--- src/rtl/fpu_wb_sched_if.sv ---
// Issue / writeback / scoreboard bundle between the FP issue stage, the FPU
// result bundle and the writeback scheduler.
interface fpu_wb_sched_if;
    logic           issue_valid;
    logic [2:0]     issue_op;
    logic [4:0]     issue_rd;
    logic           issue_ready;
    logic           flush;
    logic [223:0]   fpu_results;
    logic           wb_valid;
    logic [4:0]     wb_rd;
    logic           wb_int;
    logic [31:0]    wb_data;
    logic [31:0]    busy;

    modport master (
        output issue_valid, issue_op, issue_rd, flush, fpu_results,
        input  issue_ready, wb_valid, wb_rd, wb_int, wb_data, busy
    );

    modport slave (
        input  issue_valid, issue_op, issue_rd, flush, fpu_results,
        output issue_ready, wb_valid, wb_rd, wb_int, wb_data, busy
    );
endinterface

--- src/rtl/fpu_wb_sched.sv ---
// Multi-cycle FP writeback scheduler: per-op fixed-latency slot pipeline,
// single registered writeback port and a per-register busy scoreboard.
module fpu_wb_sched #(
    parameter int unsigned LAT_FADD   = 2,
    parameter int unsigned LAT_FSUB   = 2,
    parameter int unsigned LAT_FDIV   = 6,
    parameter int unsigned LAT_FSQRT  = 6,
    parameter int unsigned LAT_FCVTWS = 3,
    parameter int unsigned LAT_FCVTSW = 2,
    parameter int unsigned LAT_FMUL   = 2,
    parameter int unsigned MAX_LAT    = 8
) (
    input  logic           clk,
    input  logic           rst,
    fpu_wb_sched_if.slave  sif
);

    localparam logic [2:0] OP_FCVTWS = 3'd4;
    localparam logic [2:0] OP_NONE   = 3'd7;

    function automatic int unsigned lat_of(input logic [2:0] op);
        case (op)
            3'd0:    return LAT_FADD;
            3'd1:    return LAT_FSUB;
            3'd2:    return LAT_FDIV;
            3'd3:    return LAT_FSQRT;
            3'd4:    return LAT_FCVTWS;
            3'd5:    return LAT_FCVTSW;
            3'd6:    return LAT_FMUL;
            default: return 0;
        endcase
    endfunction

    logic [MAX_LAT-1:0]        r_slot_vld;
    logic [MAX_LAT-1:0][2:0]   r_slot_op;
    logic [MAX_LAT-1:0][4:0]   r_slot_rd;
    logic [31:0]               r_busy;
    logic                      r_wb_valid;
    logic [4:0]                r_wb_rd;
    logic                      r_wb_int;
    logic [31:0]               r_wb_data;

    int unsigned               w_lat;
    logic                      w_nop;
    logic                      w_collide;
    logic                      w_ready;
    logic                      w_accept;
    logic [31:0]               w_slice;
    logic [31:0]               w_busy_nxt;

    // An op of latency L lands in slot[0] in cycle L; a live slot[L] now
    // would land there in the same cycle, so it blocks the issue.
    always_comb begin
        w_lat     = lat_of(sif.issue_op);
        w_nop     = (sif.issue_op == OP_NONE);
        w_collide = 1'b0;
        for (int unsigned i = 0; i < MAX_LAT; i++) begin
            if (i == w_lat && r_slot_vld[i]) begin
                w_collide = 1'b1;
            end
        end
        w_ready  = !sif.flush && (w_nop || (!w_collide && !r_busy[sif.issue_rd]));
        w_accept = sif.issue_valid && w_ready && !w_nop;
    end

    always_comb begin
        case (r_slot_op[0])
            3'd0:    w_slice = sif.fpu_results[31:0];
            3'd1:    w_slice = sif.fpu_results[63:32];
            3'd2:    w_slice = sif.fpu_results[95:64];
            3'd3:    w_slice = sif.fpu_results[127:96];
            3'd4:    w_slice = sif.fpu_results[159:128];
            3'd5:    w_slice = sif.fpu_results[191:160];
            3'd6:    w_slice = sif.fpu_results[223:192];
            default: w_slice = '0;
        endcase
    end

    // Clear for the retiring entry first so a same-index set overrides it.
    always_comb begin
        w_busy_nxt = r_busy;
        if (r_slot_vld[0]) begin
            w_busy_nxt[r_slot_rd[0]] = 1'b0;
        end
        if (w_accept) begin
            w_busy_nxt[sif.issue_rd] = 1'b1;
        end
    end

    always_ff @(posedge clk) begin
        if (rst) begin
            r_slot_vld <= '0;
            r_slot_op  <= '0;
            r_slot_rd  <= '0;
            r_busy     <= '0;
            r_wb_valid <= 1'b0;
            r_wb_rd    <= '0;
            r_wb_int   <= 1'b0;
            r_wb_data  <= '0;
        end else if (sif.flush) begin
            r_slot_vld <= '0;
            r_busy     <= '0;
            r_wb_valid <= 1'b0;
        end else begin
            r_slot_vld <= {1'b0, r_slot_vld[MAX_LAT-1:1]};
            r_slot_op  <= {3'd0, r_slot_op[MAX_LAT-1:1]};
            r_slot_rd  <= {5'd0, r_slot_rd[MAX_LAT-1:1]};
            if (w_accept) begin
                for (int unsigned i = 0; i < MAX_LAT; i++) begin
                    if (i + 1 == w_lat) begin
                        r_slot_vld[i] <= 1'b1;
                        r_slot_op[i]  <= sif.issue_op;
                        r_slot_rd[i]  <= sif.issue_rd;
                    end
                end
            end
            r_wb_valid <= r_slot_vld[0];
            if (r_slot_vld[0]) begin
                r_wb_rd   <= r_slot_rd[0];
                r_wb_int  <= (r_slot_op[0] == OP_FCVTWS);
                r_wb_data <= w_slice;
            end
            r_busy <= w_busy_nxt;
        end
    end

    assign sif.issue_ready = w_ready;
    assign sif.wb_valid    = r_wb_valid;
    assign sif.wb_rd       = r_wb_rd;
    assign sif.wb_int      = r_wb_int;
    assign sif.wb_data     = r_wb_data;
    assign sif.busy        = r_busy;

endmodule

--- src/flat_wrapper.sv ---
// flat-port wrapper written by rule: the top's interface ports become plain ports
module fpu_wb_sched_flat 
#(
    parameter int unsigned LAT_FADD   = 2,
    parameter int unsigned LAT_FSUB   = 2,
    parameter int unsigned LAT_FDIV   = 6,
    parameter int unsigned LAT_FSQRT  = 6,
    parameter int unsigned LAT_FCVTWS = 3,
    parameter int unsigned LAT_FCVTSW = 2,
    parameter int unsigned LAT_FMUL   = 2,
    parameter int unsigned MAX_LAT    = 8
)
  (clk, rst, sif_issue_valid, sif_issue_op, sif_issue_rd, sif_flush, sif_fpu_results, sif_issue_ready, sif_wb_valid, sif_wb_rd, sif_wb_int, sif_wb_data, sif_busy);
  fpu_wb_sched_if sif_i ();
  input  logic clk;
  input  logic rst;
  input wire logic [$bits(sif_i.issue_valid)-1:0] sif_issue_valid;
  input wire logic [$bits(sif_i.issue_op)-1:0] sif_issue_op;
  input wire logic [$bits(sif_i.issue_rd)-1:0] sif_issue_rd;
  input wire logic [$bits(sif_i.flush)-1:0] sif_flush;
  input wire logic [$bits(sif_i.fpu_results)-1:0] sif_fpu_results;
  output wire logic [$bits(sif_i.issue_ready)-1:0] sif_issue_ready;
  output wire logic [$bits(sif_i.wb_valid)-1:0] sif_wb_valid;
  output wire logic [$bits(sif_i.wb_rd)-1:0] sif_wb_rd;
  output wire logic [$bits(sif_i.wb_int)-1:0] sif_wb_int;
  output wire logic [$bits(sif_i.wb_data)-1:0] sif_wb_data;
  output wire logic [$bits(sif_i.busy)-1:0] sif_busy;
  assign sif_i.issue_valid = sif_issue_valid;
  assign sif_i.issue_op = sif_issue_op;
  assign sif_i.issue_rd = sif_issue_rd;
  assign sif_i.flush = sif_flush;
  assign sif_i.fpu_results = sif_fpu_results;
  assign sif_issue_ready = sif_i.issue_ready;
  assign sif_wb_valid = sif_i.wb_valid;
  assign sif_wb_rd = sif_i.wb_rd;
  assign sif_wb_int = sif_i.wb_int;
  assign sif_wb_data = sif_i.wb_data;
  assign sif_busy = sif_i.busy;
  fpu_wb_sched #(.LAT_FADD(LAT_FADD), .LAT_FSUB(LAT_FSUB), .LAT_FDIV(LAT_FDIV), .LAT_FSQRT(LAT_FSQRT), .LAT_FCVTWS(LAT_FCVTWS), .LAT_FCVTSW(LAT_FCVTSW), .LAT_FMUL(LAT_FMUL), .MAX_LAT(MAX_LAT)) u_core (.clk(clk), .rst(rst), .sif(sif_i));
endmodule
--- config.mk ---
export PLATFORM = sky130hd
export DESIGN_NAME = fpu_wb_sched_flat
export DESIGN_NICKNAME = d
export VERILOG_FILES = /design/src/rtl/fpu_wb_sched_if.sv /design/src/rtl/fpu_wb_sched.sv /design/src/flat_wrapper.sv
export SDC_FILE = /design/constraint.sdc
export NUM_CORES = 1
export LEC_CHECK = 0
export ABC_AREA = 1
export ABC_CLOCK_PERIOD_IN_PS = 2200
export CAP_MARGIN = 20
export CELL_PAD_IN_SITES_DETAIL_PLACEMENT = 0
export CELL_PAD_IN_SITES_GLOBAL_PLACEMENT = 1
export CORE_MARGIN = 3
export CORE_UTILIZATION = 25
export DETAILED_ROUTE_END_ITERATION = 12
export PLACE_DENSITY_LB_ADDON = 0.1
export SLEW_MARGIN = 20
export SYNTH_ARGS = -nofsm -noshare
export SYNTH_HDL_FRONTEND = slang
export SYNTH_SLANG_ARGS = --single-unit
--- constraint.sdc ---
create_clock -name clk -period 2.2 [get_ports clk]
set_clock_uncertainty 0.05 [all_clocks]
set_input_delay 0.66 -clock clk [delete_from_list [all_inputs] [get_ports clk]]
set_output_delay 0.66 -clock clk [all_outputs]
set_load 0.03 [all_outputs]
==> Yosys cells after proc, flatten, opt, wreduce, memory -nomap -nowiden <==
Cells that the tools add are included.
{ "totals": {"input_bits": 236, "wordCells": 125, "reg_bits": 143, "out_inout_bits": 72} }
{ "classes": {"order_cmp": 4, "eq_ne": 21, "n_bitwise": 5, "mux": 45, "reduce_logical": 27} }
{ "op_table": {"columns": ["operator", "count"], "rows": [
  ["$pmux 32 s7", 1],
  ["$mux 32", 2],
  ["$mux 40", 1],
  ["$mux 5", 8],
  ["$and 32x32->32", 1],
  ["$logic_not 32->1", 1],
  ["$not 32->32", 1],
  ["$or 32x32->32", 1],
  ["$mux 24", 1],
  ["$mux 3", 8],
  ["$eq 3x3->1 const B", 7],
  ["$mux 1", 19],
  ["$logic_and 1x1->1", 14],
  ["$eq 3x2->1 const B", 4],
  ["$eq 3x3->1 const A", 4],
  ["$lt 5x6->1 const B", 2],
  ["$demux 1 s5", 2],
  ["$ge 5x1->1 const B", 2],
  ["$pmux 3 s3", 1],
  ["$mux 7", 1],
  ["$eq 2x3->1 const A", 2],
  ["$eq 3x1->1 const B", 2],
  ["$logic_not 3->1", 2],
  ["$bmux 1 s5", 1],
  ["9 further kinds", 14]
]} }

==> Longest topological paths before layout <==
Gate-level depths: netlist (run 1).
{ "logic_depth": {"ltp_word": 21, "mapped_depth": 19, "mapped_depth_nobuf": 15} }

==> Least setup slack after synthesis (run 1) <==
OpenSTA, ideal clock, no wires.
{ "synth_path": {"kind": "in2out", "from": "input sif_issue_rd[0]", "to": "output sif_issue_ready", "stages": 13, "required_time_ns": 1.490, "t_arrival_ns": 1.982, "path_buffers": 2, "path_slack_ns": -0.492, "cell_sequence": "buf_6 > buf_2 > nand2_1 > nand2_1 > nand2_1 > nand2_1 > nand2_1 > nand2_1 > nor2_1 > nand2_1 > nor2_2 > inv_1 > a21oi_1"} }
{ "synth_via": {"elab_chain_cells": 6} }
{ "synth_lines": {"columns": ["element", "line_no", "text"], "rows": [
  ["start: declaration", "flat_wrapper.sv:19", "input wire logic [$bits(sif_i.issue_rd)-1:0] sif_issue_rd;"],
  ["$bmux 1 s5", "fpu_wb_sched.sv:62", "w_ready = !sif.flush && (w_nop || (!w_collide && !r_busy[sif.issue_rd]));"],
  ["$mux 1 (not written as such)", "fpu_wb_sched.sv:62", null],
  ["$logic_not 1->1", "fpu_wb_sched.sv:62", null],
  ["$logic_and 1x1->1", "fpu_wb_sched.sv:62", null],
  ["$logic_or 1x1->1", "fpu_wb_sched.sv:62", null],
  ["$logic_and 1x1->1", "fpu_wb_sched.sv:62", null],
  ["end: declaration", "flat_wrapper.sv:22", "output wire logic [$bits(sif_i.issue_ready)-1:0] sif_issue_ready;"]
]} }
Every way passes these cells. The select of a mux whose other input is x is not followed.

==> Worst setup path in the final report (run 1) <==
Same ends and word-level chain as after synthesis.

==> qor.yml, run 1 <==
drive_above_1_share: 0.120
cpMostUsedCell: "nand2_1"
ys_top_cells_by_count: "nand2_1, dfxtp_1, a21oi_1"
cp_top_family: "simple AND/OR/NAND/NOR gates"
timing.fmax_mhz: 387
end_kind: "output port"
nets: 1713
die_y_um: 174
cts_sinks: 134
clock_latency_ns: 0.42
power_leakage_nw: 5.00
utilization: 0.440
wirelength_mm: 34.4
path_buf_inv: 4
synth_area_leaders: "dfxtp_1, nand2_1, a21oi_1"
synthMuxAreaShare: 0
hpwl_mm: 25.7
hold_path_class: "register to register"
tightestPinTransition_ns: 0.639
status: "finished with violations"
hold_violations: 0
die_area_mm2: 0.0301
coreArea_mm2: 0.0273
grt_util_met1: 0.276
drtIter0Drc: 613
dieWidth_um: 174
total_power_mw: 6.32
synth_edf_count: 0
grt_max_degree: 35
numPlacedInstances: 1826
async_flop_share: 0
numCtsBuffers: 17
slew_headroom: 0.571
holdWs_ns: 0.358
critPathMaxStageDelay_ns: 0.14
post_drt_wl_per_cell_um: 18.4
slowest_stage: "nor2_4"
yosysSeqAreaShare: 0.382
synthesis.area_mm2: 0.00702
clockBufferDepth: 2
ys_ff_latch: 134
antenna_left: 0
row_count: 60
final_cell_area_mm2: 0.0120
finalCritPeriodShare: 1.18
yosysUniqueCellTypes: 24
yosys_warnings: 0
path_clk_slew_ns: 0.06
vias: 8679
fin_crit_ns: 2.59
syn_area_per_cell_um2: 6.33
synth-simple-area-share: 0.342
synth-adder-area-share: 0
p_per_area_mw_per_mm2: 527
grt_usage: 0.221
slew_violations: 0
synth_top_family_by_area: "simple AND/OR/NAND/NOR gates"
syn_to_final_growth_pct: 70.6
drc_errors: 0
instances_no_fill: 1867
crit_path_cell_trace: "buf_12 > buf_8 > nand2_1 > nand2_1 > nand2_2 > nand2_1 > nand2_1 > nand2_1 > nor2_2 > nand2_2 > nor2_4 > inv_2 > a21oi_4 > buf_12"
critical_path_class: "input port to output port"
gr-usage-met2: 0.381
maxCapViolCount: 0
setup_tns_ns: -0.387
irDropWorstVdd_uv: 514
grt_pass1_vias: 8391
cp.arrival_ns: 1.88
setup_violations: 1
cp.required_ns: 1.49
antenna_found_initial: 7
cts-hold-fix-buffers: 0
synth_top_area_share: 0.382
synthFlopType: "dfxtp_1"
vias_per_cell: 4.65
synth_xor_area_frac: 0
grt_first_pass_wirelength_mm: 52.0
violations: "setup timing"
grt.busiest_layer: "met2"
grt_util_met3: 0.0499
path_depth: 14
synth.most_common_cell: "nand2_1"
drtPass1Iterations: 5
synth_compound_area_frac: 0.189
root_buffer: "clkbuf_16"
io_pins: 308
synth_top_cell_by_area: "dfxtp_1"
tritoncts: "done"
place_area_mm2: 0.0112
start_util: 0.258
gr-total-overflow: 0
cp-start-kind: "input port"
htree_num_levels: 4
synth_nets: 1346
path_max_fanout: 6
rsz0062_at_grt: "yes"
hold_depth: 2
gp_congestion: 0.861
setup_ws_ns: -0.387
buffer_ports.inserted: 307
reg2regPathDepth: 16
post-place-ws_ns: -1.03
syn_inst: 1110
## layout make-up
| class | instances | area, um^2 |
|---|---|---|
| multi-input combinational | 832 | 3840 |
| clock buffer | 19 | 453 |
| clock inverter | 12 | 154 |
| sequential | 134 | 2680 |
| timing repair buffer | 411 | 4060 |
| tap | 372 | 465 |
| fill | 2904 | 15300 |
| antenna | 6 | 15.0 |
| inverter | 81 | 314 |
## worst paths after layout
path	from	end	slack, ns
min reg2reg	u_core.r_slot_vld[1]	u_core.r_slot_vld[0]	0.36
min	u_core.r_slot_vld[1]	u_core.r_slot_vld[0]	0.36
max	sif_issue_rd[0]	sif_issue_ready	-0.39
max reg2reg	u_core.sif.busy[0]	u_core.r_slot_rd[7]	0.25
## power breakdown
group          leakage, nW  switching, mW  internal (mW)
sequential            1.08        0.00847           2.44
combinational         3.64          0.358          0.543
clock                0.279           1.13           1.83
total                 5.00           1.50           4.82
## state kept, by name, summed over array words and instances (netlist names)
name                 cells
u_core.sif.wb_rd         5
u_core.sif.wb_int        1
u_core.sif.busy         32
u_core.r_slot_vld        7
u_core.sif.wb_valid      1
u_core.sif.wb_data      32
u_core.r_slot_rd        35
u_core.r_slot_op        21
## worst register-to-register path, delay by kind of cell (launching register included)
kind            cells  cell delay, ns
simple gates       12            0.87
buf+inv             3            0.44
flops               1            0.34
compound gates      1            0.21
## layout by cell type (no fill, tap or decap), drive strengths merged
cell type	synthesis	final
nand2	458	458
clkdlybuf4s50	0	241
dfxtp	134	134
buf	20	113
a21oi	101	101
inv	79	79
o21ai	75	75
nor2	71	71
dlygate4sd2	0	46
nand4	27	27
nor3	25	25
a221oi	22	22
nand3	21	21
clkbuf	43	20
a22o	19	19
a22oi	11	11
dlymetal6s2s	0	10
diode	0	6
clkinvlp	0	6
clkinv	2	5
bufinv	0	3
o31ai	1	1
conb	1	1
## layer usage
| metal | up-vias | wire, um |
|---|---|---|
| met5 | - | 27 |
| met4 | 4 | 584 |
| met3 | 37 | 1870 |
| met2 | 249 | 17000 |
| met1 | 4015 | 14900 |
| li1 | 4374 | - |
## cell families after synthesis
kind of cell    Yosys count
simple gates            602
other cells               1
compound gates          229
flops                   134
buf+inv                 144
## what timing repair did
action | in CTS | in global routing
cloned | 1 | 1
setup buffers | 2 | 0
hold endpoints to repair | 0 | 0
pin swaps | 11 | 9
gates resized for setup | 106 | 34
setup endpoints to repair | 106 | 62
Power figures use the tool's default switching activity.
==> run 2, diff against run 1 <==
Settings changed: CTS_CLUSTER_DIAMETER from default to 120.
==> results of run 2 <==
Final layout, timing and power as in run 1 (identical DEF).
==> run 3, diff against run 2 <==
Settings changed: PLACE_DENSITY from default to 0.87, PLACE_DENSITY_LB_ADDON 0.1 to default.
==> run 3 against run 2 <==
Effect of this change:
- the flow still finishes with violations (setup timing)
- fmax decreased by 0.98%
- via count up 1.0%
- sequential power about the same
- first-iteration DRC count shrank 12%
- critical path depth is 3 lower
- non-clock buffer count decreased by 14
- sequential share of layout area rose by 0.12 points
- die area unchanged
- count of clock-buffer cells in the layout increased by 2
- final cell count down 0.91%
- wire length is 6.1% lower
- register-to-register slack about the same
- largest power group unchanged
==> qor.yml, run 3 (synthesis results as in run 1) <==
status: "finished with violations"
violations: "setup timing"
start_util: 0.258  # unchanged
largest_reg_flops: 35  # unchanged
cp.arrival_ns: 1.90  # +0.02 ns
total_power_mw: 6.19  # -2.0%
die_y_um: 174  # unchanged
buffer_ports.inserted: 307  # unchanged
area.sequential_mm2: 0.00268  # unchanged
drtIter0Drc: 541  # -12%
rsz0062_at_grt: "yes"
numPlacedInstances: 1801  # -1.4%
multi_input_area_mm2: 0.00391  # +1.8%
row_count: 60  # unchanged
hold_depth: 2  # unchanged
rrSetupSlack_ns: 0.26  # about the same
clock_latency_ns: 0.42  # about the same
root_buffer: "clkbuf_16"
power_leakage_nw: 4.91  # -1.8%
timing.fmax_mhz: 383  # -0.98%
wirelength_mm: 32.3  # -6.1%
antenna_left: 0  # unchanged
nets: 1699  # -0.82%
vias_per_cell: 4.74  # +2.0%
reg2regPathDepth: 15  # -1
setup_violations: 1  # unchanged
grt_usage: 0.208  # -0.0136
r2r-end: "u_core.sif.busy[5]"
hold_path.startpoint: "u_core.r_slot_vld[4]"
path_max_fanout: 3  # -3
fin_crit_ns: 2.61  # +0.0255 ns
cts_sinks: 134  # unchanged
gp_congestion: 0.924  # +7.4%
io_pins: 308  # unchanged
numCtsBuffers: 17  # unchanged
critical_path_class: "input port to output port"
hold_violations: 0  # unchanged
end_kind: "output port"
syn_to_final_growth_pct: 69.7
grt_max_degree: 35  # unchanged
final_cell_mix: "nand2_1, clkdlybuf4s50_1, dfxtp_1"
htree_num_levels: 4  # unchanged
utilization: 0.437  # -0.00225
die_area_mm2: 0.0301  # unchanged
hold_end: "u_core.r_slot_vld[3]"
holdWs_ns: 0.359  # +0.00140 ns
setup_ws_ns: -0.412  # -0.0255 ns
instances_no_fill: 1850  # -0.91%
hold_path_class: "register to register"
gr-total-overflow: 0  # unchanged
hpwl_mm: 24.0  # -6.6%
irDropWorstVdd_uv: 445  # -13%
r2r_start: "u_core.sif.busy[30]"
drc_errors: 0  # unchanged
post_drt_wl_per_cell_um: 17.5  # -5.2%
slew_headroom: 0.583  # +0.0121
cp.required_ns: 1.49  # about the same
coreArea_mm2: 0.0273  # unchanged
slew_violations: 0  # unchanged
clockBufferDepth: 2  # unchanged
dieWidth_um: 174  # unchanged
tightestPinTransition_ns: 0.621  # -0.0180 ns
drtPass1Iterations: 6  # +1
tritoncts: "done"
cts-hold-fix-buffers: 0  # unchanged
p_per_area_mw_per_mm2: 520  # -1.5%
regMostFlops: "u_core.r_slot_rd"
vias: 8769  # +1.0%
path_clk_slew_ns: 0.06  # about the same
drive_above_1_share: 0.115  # -0.00564
grt_first_pass_wirelength_mm: 49.2  # -5.4%
finalCritPeriodShare: 1.19  # +0.0116
antenna_found_initial: 9  # +2
cp-start-kind: "input port"
maxCapViolCount: 0  # unchanged
grt_pass1_vias: 8383  # -0.095%
nFillCells: 2805  # -3.4%
final_common_cell: "nand2_1"
-- run 3: cell type report --
cell class | count | share of cell area
diodes | 3 | 0.000630
clock inverters | 10 | 0.0103
repair buffers | 397 | 0.333
clock buffers | 21 | 0.0378
inverters | 81 | 0.0266
multi-input cells | 832 | 0.328
flip-flops and latches | 134 | 0.225
well taps | 372 | 0.0391
-- run 3: worst max-delay path, stage by stage --
cell	delay, ns
clkdlybuf4s15_2	0.24
buf_4	0.18
nor3_4	0.23
nand2_1	0.08
nand2_1	0.07
inv_1	0.05
nand2_2	0.08
nor2_4	0.05
inv_2	0.07
a21oi_4	0.06
buf_12	0.13
-- run 3: per-stage QoR --
step | setup slack, ns | TNS, ns | area, um^2
after floorplan | -0.264 | -0.264 | 7030
after global placement | -0.947 | -41.32 | 11000
after detailed placement | -0.931 | -40.88 | 11000
after CTS | -0.427 | -0.427 | 11800
after global routing | -0.518 | -0.539 | 11900
final | -0.412 | -0.412 | 11900
-- run 3: timing repair --
action / CTS / global route
endpoints found under the setup margin: 87 / 35
setup buffers: 17 / 0
pin swaps: 17 / 16
gates cloned: 2 / 0
gates resized for setup: 98 / 42
-- run 3: worst max path at each step --
stage | start | to | slack, ns | cells after the start
finish | sif_issue_rd[2] | sif_issue_ready | -0.41 | 11
global route | sif_issue_rd[0] | sif_issue_ready | -0.52 | 14
CTS | sif_issue_rd[0] | sif_issue_ready | -0.43 | 14
detailed placement | sif_issue_op[2] | sif_issue_ready | -0.93 | 12
global placement | sif_issue_rd[0] | sif_issue_ready | -0.95 | 13
floorplan | sif_issue_rd[0] | sif_issue_ready | -0.26 | 13
-- run 3: report_power, final --
part	switching (mW)	total [mW]	internal, mW
clock network	1.13	2.83	1.70
logic	0.361	0.910	0.549
registers	0.00900	2.45	2.44
-- run 3: metal layers --
metal	vias up	part of all wire	routed length, um	global-route usage
met1	4041	0.39	12800	0.241
met2	321	0.49	15900	0.366
met5	-	0.0021	69	0
met4	10	0.027	862	0.0576
met3	63	0.083	2690	0.0694
li1	4334	-	-	-
